==> config.mk <==
export PLATFORM = sky130hd
export DESIGN_NAME = encoder_8to3_filt_flat
export DESIGN_NICKNAME = d
export VERILOG_FILES = /design/src/rtl/encoder_8to3_filt_if.sv /design/src/rtl/encoder_8to3_filt.sv /design/src/flat_wrapper.sv
export SDC_FILE = /design/constraint.sdc
export NUM_CORES = 1
export LEC_CHECK = 0
export ABC_AREA = 1
export CAP_MARGIN = 20
export CORE_MARGIN = 2
export CORE_UTILIZATION = 45
export DETAILED_ROUTE_END_ITERATION = 16
export PLACE_DENSITY = 0.67
export SYNTH_ARGS = -nofsm -noshare
export SYNTH_HDL_FRONTEND = slang
export SYNTH_SLANG_ARGS = --single-unit
==> constraint.sdc <==
create_clock -name sys_clk -period 3.4 [get_ports sys_clk]
set_input_delay 0.68 -clock sys_clk [delete_from_list [all_inputs] [get_ports sys_clk]]
set_output_delay 0.68 -clock sys_clk [all_outputs]
set_load 0.01 [all_outputs]
==> src/rtl/encoder_8to3_filt_if.sv <==
// rtl/encoder_8to3_filt_if.sv - one-hot word in, filtered 3-bit code and error status out
interface encoder_8to3_filt_if #(
   parameter int ERR_W = 8
);
   logic [7:0]       in;
   logic             err_clr;
   logic             out1;
   logic             out2;
   logic             out3;
   logic             code_vld;
   logic             err;
   logic [ERR_W-1:0] err_cnt;

   modport master (
      output in, err_clr,
      input  out1, out2, out3, code_vld, err, err_cnt
   );

   modport slave (
      input  in, err_clr,
      output out1, out2, out3, code_vld, err, err_cnt
   );
endinterface

==> src/rtl/encoder_8to3_filt.sv <==
// rtl/encoder_8to3_filt.sv - stability-filtered registered 8-to-3 one-hot encoder
module encoder_8to3_filt #(
   parameter int STABLE_CNT = 4,
   parameter int ERR_W      = 8
) (
   input  logic                sys_clk,
   input  logic                sys_rst_n,
   encoder_8to3_filt_if.slave  bus
);
   localparam int CNT_W = $clog2(STABLE_CNT + 1);
   localparam logic [CNT_W-1:0] LAST = CNT_W'(STABLE_CNT - 1);

   typedef enum logic [1:0] {IDLE, FILTER, DONE} state_t;

   state_t           state;
   logic [7:0]       in_d;
   logic [CNT_W-1:0] cnt;
   logic [2:0]       code;
   logic             code_vld;
   logic             err;
   logic [ERR_W-1:0] err_cnt;

   logic       change;
   logic       eval;
   logic [3:0] hot_cnt;
   logic [2:0] hot_idx;

   assign change = (bus.in != in_d);
   // The word has sat unchanged in in_d for STABLE_CNT edges after capture
   assign eval   = (state == FILTER) && !change && (cnt == LAST);

   always_comb begin
      hot_cnt = '0;
      hot_idx = '0;
      for (int k = 0; k < 8; k++) begin
         if (in_d[k]) begin
            hot_cnt = hot_cnt + 4'd1;
            hot_idx = 3'(k);
         end
      end
   end

   always_ff @(posedge sys_clk or negedge sys_rst_n) begin
      if (!sys_rst_n) begin
         state    <= IDLE;
         in_d     <= '0;
         cnt      <= '0;
         code     <= '0;
         code_vld <= 1'b0;
         err      <= 1'b0;
         err_cnt  <= '0;
      end else begin
         in_d     <= bus.in;
         code_vld <= 1'b0;
         err      <= 1'b0;

         case (state)
            IDLE: begin
               if (change) begin
                  state <= FILTER;
                  cnt   <= '0;
               end
            end
            FILTER: begin
               if (change)
                  cnt <= '0;
               else if (cnt == LAST)
                  state <= DONE;
               else
                  cnt <= cnt + CNT_W'(1);
            end
            DONE: begin
               if (change) begin
                  state <= FILTER;
                  cnt   <= '0;
               end
            end
            default: state <= IDLE;
         endcase

         // An all-zero word is an idle line: neither reported nor an error
         if (eval && hot_cnt == 4'd1) begin
            code     <= hot_idx;
            code_vld <= 1'b1;
         end
         if (eval && hot_cnt > 4'd1)
            err <= 1'b1;

         if (bus.err_clr)
            err_cnt <= '0;
         else if (eval && hot_cnt > 4'd1 && err_cnt != '1)
            err_cnt <= err_cnt + ERR_W'(1);
      end
   end

   assign bus.out1     = code[2];
   assign bus.out2     = code[1];
   assign bus.out3     = code[0];
   assign bus.code_vld = code_vld;
   assign bus.err      = err;
   assign bus.err_cnt  = err_cnt;
endmodule
==> src/flat_wrapper.sv <==
// flat-port wrapper written by rule: the top's interface ports become plain ports
module encoder_8to3_filt_flat 
#(
   parameter int STABLE_CNT = 4,
   parameter int ERR_W      = 8
)
  (sys_clk, sys_rst_n, bus_in, bus_err_clr, bus_out1, bus_out2, bus_out3, bus_code_vld, bus_err, bus_err_cnt);
  encoder_8to3_filt_if #(.ERR_W(ERR_W)) bus_i ();
  input  logic sys_clk;
  input  logic sys_rst_n;
  input wire logic [$bits(bus_i.in)-1:0] bus_in;
  input wire logic [$bits(bus_i.err_clr)-1:0] bus_err_clr;
  output wire logic [$bits(bus_i.out1)-1:0] bus_out1;
  output wire logic [$bits(bus_i.out2)-1:0] bus_out2;
  output wire logic [$bits(bus_i.out3)-1:0] bus_out3;
  output wire logic [$bits(bus_i.code_vld)-1:0] bus_code_vld;
  output wire logic [$bits(bus_i.err)-1:0] bus_err;
  output wire logic [$bits(bus_i.err_cnt)-1:0] bus_err_cnt;
  assign bus_i.in = bus_in;
  assign bus_i.err_clr = bus_err_clr;
  assign bus_out1 = bus_i.out1;
  assign bus_out2 = bus_i.out2;
  assign bus_out3 = bus_i.out3;
  assign bus_code_vld = bus_i.code_vld;
  assign bus_err = bus_i.err;
  assign bus_err_cnt = bus_i.err_cnt;
  encoder_8to3_filt #(.STABLE_CNT(STABLE_CNT), .ERR_W(ERR_W)) u_core (.sys_clk(sys_clk), .sys_rst_n(sys_rst_n), .bus(bus_i));
endmodule
-- Yosys cells after proc, flatten, opt, wreduce, memory -nomap -nowiden
Cells that the tools add are included.
Widths: inputs -> output; s select.
- bits in registers: 26
- bits in latches: 0
- memory bits (writable): 0
- memory bits (read-only): 0
- bits of input ports: 11
- output and inout port bits: 13
- logic and storage cells: 66
- memories: 0
- add/subtract/negate cells: 9
- multiply operators: 0
- div/mod/pow operators: 0
- order comparisons: 1
- eq/ne operators: 10
- shift-type cells: 0
- multiplexer cells: 27
- bitwise operators: 0
- reductions and logical operators: 12
- operators by type and width (kind ; count):
    $mux 4 ; 7
    $add 4x1->4 const B ; 6
    $mux 3 ; 7
    $mux 8 ; 2
    $mux 2 ; 5
    $add 8x1->8 const B ; 1
    $ne 8x8->1 ; 1
    $ne 8x8->1 const B ; 1
    $pmux 3 s2 ; 1
    $reduce_and 3->1 ; 2
    $logic_and 1x1->1 ; 5
    $eq 4x1->1 const B ; 1
    $gt 4x1->1 const B ; 1
    $mux 1 ; 4
    $ne 2x2->1 const B ; 2
    $pmux 2 s2 ; 1
    $reduce_bool 2->1 ; 2
    $add 3x1->3 const B ; 1
    $eq 3x2->1 const B ; 1
    $ne 3x2->1 const B ; 1
    $add 1x1->2 const B ; 1
    $eq 2x1->1 const B ; 1
    $eq 2x2->1 const B ; 1
    $logic_not 2->1 ; 1
    other kinds (3) ; 3

-- Depth between registers and ports, before layout
- depth in word-level cells: 20
- mapped depth: 28
- mapped depth without buffers: 28

-- Worst setup path before layout
No wires, ideal clock.
- kind: register -> register
- from: register u_core.in_d[0]
- to: register u_core.code[0]
- arrival time: 3.551 ns
- slack: -0.269 ns
- stages on the path, launching flop included: 27
- period minus slack after synthesis: 3.669 ns
- cells stage by stage: dfrtp_1 > inv_1 > ha_1 > inv_1 > nand2_4 > nand2_4 > inv_1 > ha_1 > nand2_1 > nand2_1 > and2_1 > o21ai_0 > nand2_1 > o21ai_0 > ha_1 > or2_2 > nand2_1 > inv_1 > ha_1 > nand2_1 > o21ai_0 > a21oi_2 > nand2_1 > nor2_2 > nand2_2 > o21ai_1 > inv_1
- word-level cells in the longest chain between the ends: 17
- elaborated cells on any way between the ends: 21
- classes of those cells: add/sub (7); eq/ne (2); mux (8); reduce/logical (4)
- RTL lines (what ; RTL line ; source):
    from (decl) ; encoder_8to3_filt.sv:16 ; logic [7:0] in_d;
    from (signal assigned) ; encoder_8to3_filt.sv:53 ; in_d <= bus.in;
    $mux 1 ; encoder_8to3_filt.sv:36 ; if (in_d[k]) begin
    $add 1x1->2 ; encoder_8to3_filt.sv:37 ; hot_cnt = hot_cnt + 4'd1;
    $mux 4 ; encoder_8to3_filt.sv:36 ;
    $add 4x1->4 ; encoder_8to3_filt.sv:37 ;
    $mux 4 ; encoder_8to3_filt.sv:36 ;
    $add 4x1->4 ; encoder_8to3_filt.sv:37 ;
    $mux 4 ; encoder_8to3_filt.sv:36 ;
    $add 4x1->4 ; encoder_8to3_filt.sv:37 ;
    $mux 4 ; encoder_8to3_filt.sv:36 ;
    $add 4x1->4 ; encoder_8to3_filt.sv:37 ;
    $mux 4 ; encoder_8to3_filt.sv:36 ;
    $add 4x1->4 ; encoder_8to3_filt.sv:37 ;
    $mux 4 ; encoder_8to3_filt.sv:36 ;
    $add 4x1->4 ; encoder_8to3_filt.sv:37 ;
    $mux 4 ; encoder_8to3_filt.sv:36 ;
    $eq 4x1->1 ; encoder_8to3_filt.sv:82 ; if (eval && hot_cnt == 4'd1) begin
    $logic_and 1x1->1 * ; encoder_8to3_filt.sv:82 ;
    to (signal assigned) ; encoder_8to3_filt.sv:83 ; code <= hot_idx;
    to (decl) ; encoder_8to3_filt.sv:18 ; logic [2:0] code;
Mark *: on every way between the ends. The rest lies on a longest branch, timed or not.
A chain may end at the register's enable or synchronous reset.

-- Worst setup path after layout
- from: register u_core.in_d[0]
- to: register u_core.code[2]
The elaborated chain is that of the path after synthesis.

==> results by group <==
Synth
  – Synth Warn #: 0
  – Most instantiated cells after synthesis: 58 x nand2_1, 37 x inv_1, 26 x dfrtp_1, 26 x nand3_1, 20 x nand2_2
  – Cell with the most instances after synthesis: nand2_1
  – Top FF cell, synth: dfrtp_1
  – Yosys cell types: 34
  – Fraction of registers with async set/reset: 100%
  – Synth Register Bits: 26
  – Syn Inst Count: 266
  – Register area share after synthesis: 32.4%
  – Post-synth top area share: 32.4%
  – Net Count, Synth: 289
  – Leading area contributor after synthesis: dfrtp_1
  – Synth Cell Area: 2010 sq um
  – Syn avg cell area: 7.54 sq um
  – Post-synth EDFFs: 0
  – Top cells by area, synth: dfrtp_1 32%, nand2_1 11%, ha_1 7.5%

GRT
  – Number of global-route vias before repair: 1812
  – Initial antenna violation count: 0
  – GRT Util Overall: 19.4%
  – Total grt overflow: 0
  – First-pass GRT wire length: 7880 um
  – Largest net degree at the start of global routing: 27

Finish
  – Ant diodes: 0
  – Synthesis-to-finish area growth: 40.1%
  – Fill count: 385
  – Ratio of cells with drive above 1 in the final layout: 37.2%
  – Post-Layout Cell Count: 377
  – Nets: 350
  – Final core utilization: 65.0%

Die
  – Die H: 70.8 um
  – Row count: 24
  – Die W: 70.8 um
  – Core Footprint: 4320 sq um
  – DIE AREA: 5010 sq um
  – I/O pin cnt: 24
  – Initial Utilization: 46.4%

Run
  – Max capacitance violation total: 0

Power and ir drop
  – Overall power: 0.885 mW
  – Power Density: 315 nW/um^2
  – Maximum vdd drop: 0.000185 V
  – Lkg Pwr: 1.42 nW

Min path
  – WHS Path Cells: 1
  – Min-delay src: u_core.cnt[0]
  – Hold Crit Class: register to register
  – Hold EP: u_core.cnt[0]

Timing
  – Time the worst path needs with I/O delays and setup: 3580 ps
  – Pins over their slew limit: 0
  – RSZ-0062 raised after global routing: yes
  – Setup TNS: -1830 ps
  – Fin. Hold Viols: 0
  – Setup WS post-layout: -177 ps
  – Slew headroom: 56.6%
  – Max Freq: 280 MHz
  – Period utilization: 105%
  – Clock skew: 6.69 ps
  – Final setup fails: 13
  – Tightest Pin Transition: 645 ps

Clock tree
  – Clk sinks: 26
  – CTS tree: done
  – Clock root buffer: clkbuf_8
  – CTS hold repair buffers: 0
  – Clk Latency, worst-skew pair: 270 ps
  – Longest Clk Path Bufs: 2
  – Num CTS Buffers: 3
  – H-tree depth: 1
  – Clk pin slew, worst setup/hold paths: 80 ps

Setup path
  – Setup crit start kind: register
  – Worst R2R Path Depth: 25
  – Required @ worst endpoint: 3570 ps
  – CP arrival: 3740 ps
  – R2R Path Start: u_core.in_d[0]
  – Worst r2r dst: u_core.code[2]
  – WS Path Type: register to register
  – Crit path max fanout: 7
  – CP Capture Type: register
  – FF-to-FF setup slack: -180 ps

Placed design
  – GP Congestion: 0.823
  – IO buf count: 23
  – Placed cell count: 357
  – DP Wirelength: 3340 um

Drt
  – Routed wire per std cell: 12.3 um
  – Remaining antenna violation count: 0
  – Vias after detailed routing: 1847
  – Routed Wire Length: 4640 um
  – DR pass1 iterations: 4
  – Drt initial violations: 82
  – Vias per cell: 4.90
  – DRC viols: 0

Status
  – Outcome: finished with violations
  – Failing checks: negative setup slack
state kept, by name (all words and copies together) (netlist names):
name,flops
u_core.bus.err_cnt,8
u_core.cnt,3
u_core.in_d,8
u_core.bus.code_vld,1
u_core.bus.err,1
u_core.state,2
u_core.code,3
layout make-up:
cell class	instances	area [sq um]	share of cell area [%]
multi-input combinational	197	1380	49.1
sequential	26	651	23.2
timing repair buffer	59	520	18.5
inverter	40	153	5.43
tap	52	65.1	2.32
clock buffer	3	41.3	1.47
worst max-delay path, cell delays in order, from the launching register on:
cell,delay (ps)
dfrtp_1,400
inv_2,80
ha_4,290
inv_2,40
nand2_4,60
nand2_4,60
xnor2_2,140
o21ai_2,210
ha_4,240
nand2_2,50
nand2_2,60
xnor2_1,130
o21ai_1,90
ha_1,290
or2_4,240
nand2_4,70
inv_4,40
ha_4,200
nand2_2,60
o21ai_2,70
a21oi_4,160
nand2_2,80
nor2_4,130
nand2_4,90
o21ai_2,140
inv_1,50
cells by family after synthesis:
logic type | synth area share [%]
compound gates | 6.93
xor+xnor | 4.37
fa+ha+maj | 7.49
buf+inv | 8.36
flops | 32.4
mux | 0.499
simple gates | 39.9
metal layers:
layer  wire (um)  vias up  GRT usage (%)
met5           0        -              0
met4          47        0           5.24
met3          69        4           2.71
met2        2450       15           34.2
met1        2070      856           25.1
li1            -      972              -
placed cells by master (no fill, tap or decap), types with 2 or more instances in the layout:
master            n
o21ai_0           2
nor2_2            3
buf_6             2
clkbuf_8          3
nor2_1           11
clkdlybuf4s50_1  23
a21oi_1           6
nand2_2          28
inv_1            32
o21ai_1           4
nand3_1          23
xor2_1            7
nand4_1           4
ha_1              9
xnor2_1           2
ha_4              3
buf_4            33
nand3_2          12
nor3_1            2
o21ai_2           6
dfrtp_1          26
nand3_4           3
inv_2             6
or2_2             5
nand2_1          45
nand2_4           8
report_power, final:
group	total, mW	switching [mW]	leakage (nW)	internal, mW
logic	0.386	0.196	1.07	0.190
clock network	0.168	0.0883	0.0216	0.0793
registers	0.331	0.0126	0.322	0.318
total	0.885	0.297	1.42	0.588
metrics by stage:
step / hold WS, ps / area (sq um) / worst slack [ps]
final: 487 / 2810 / -177
after global routing: 523 / 2810 / -362
after CTS: 495 / 2660 / -123
after detailed placement: 484 / 2470 / -164
after global placement: 477 / 2470 / -78.6
after floorplan: 384 / 2050 / 9.51
worst max path at each step:
stage	startpoint	end	cells after the start
CTS	u_core.in_d[0]	u_core.bus.err_cnt[1]	25
global route	u_core.in_d[0]	u_core.code[2]	25
floorplan	u_core.in_d[1]	u_core.code[0]	25
detailed placement	u_core.in_d[0]	u_core.code[2]	25
global placement	u_core.in_d[0]	u_core.code[0]	25
finish	u_core.in_d[0]	u_core.code[2]	25
repair_timing:
action	CTS	global route
pin swaps	15	23
setup buffers	14	3
resized for setup	10	29
cloned	1	0
setup endpoints to repair	13	13
Power figures use the tool's default switching activity.
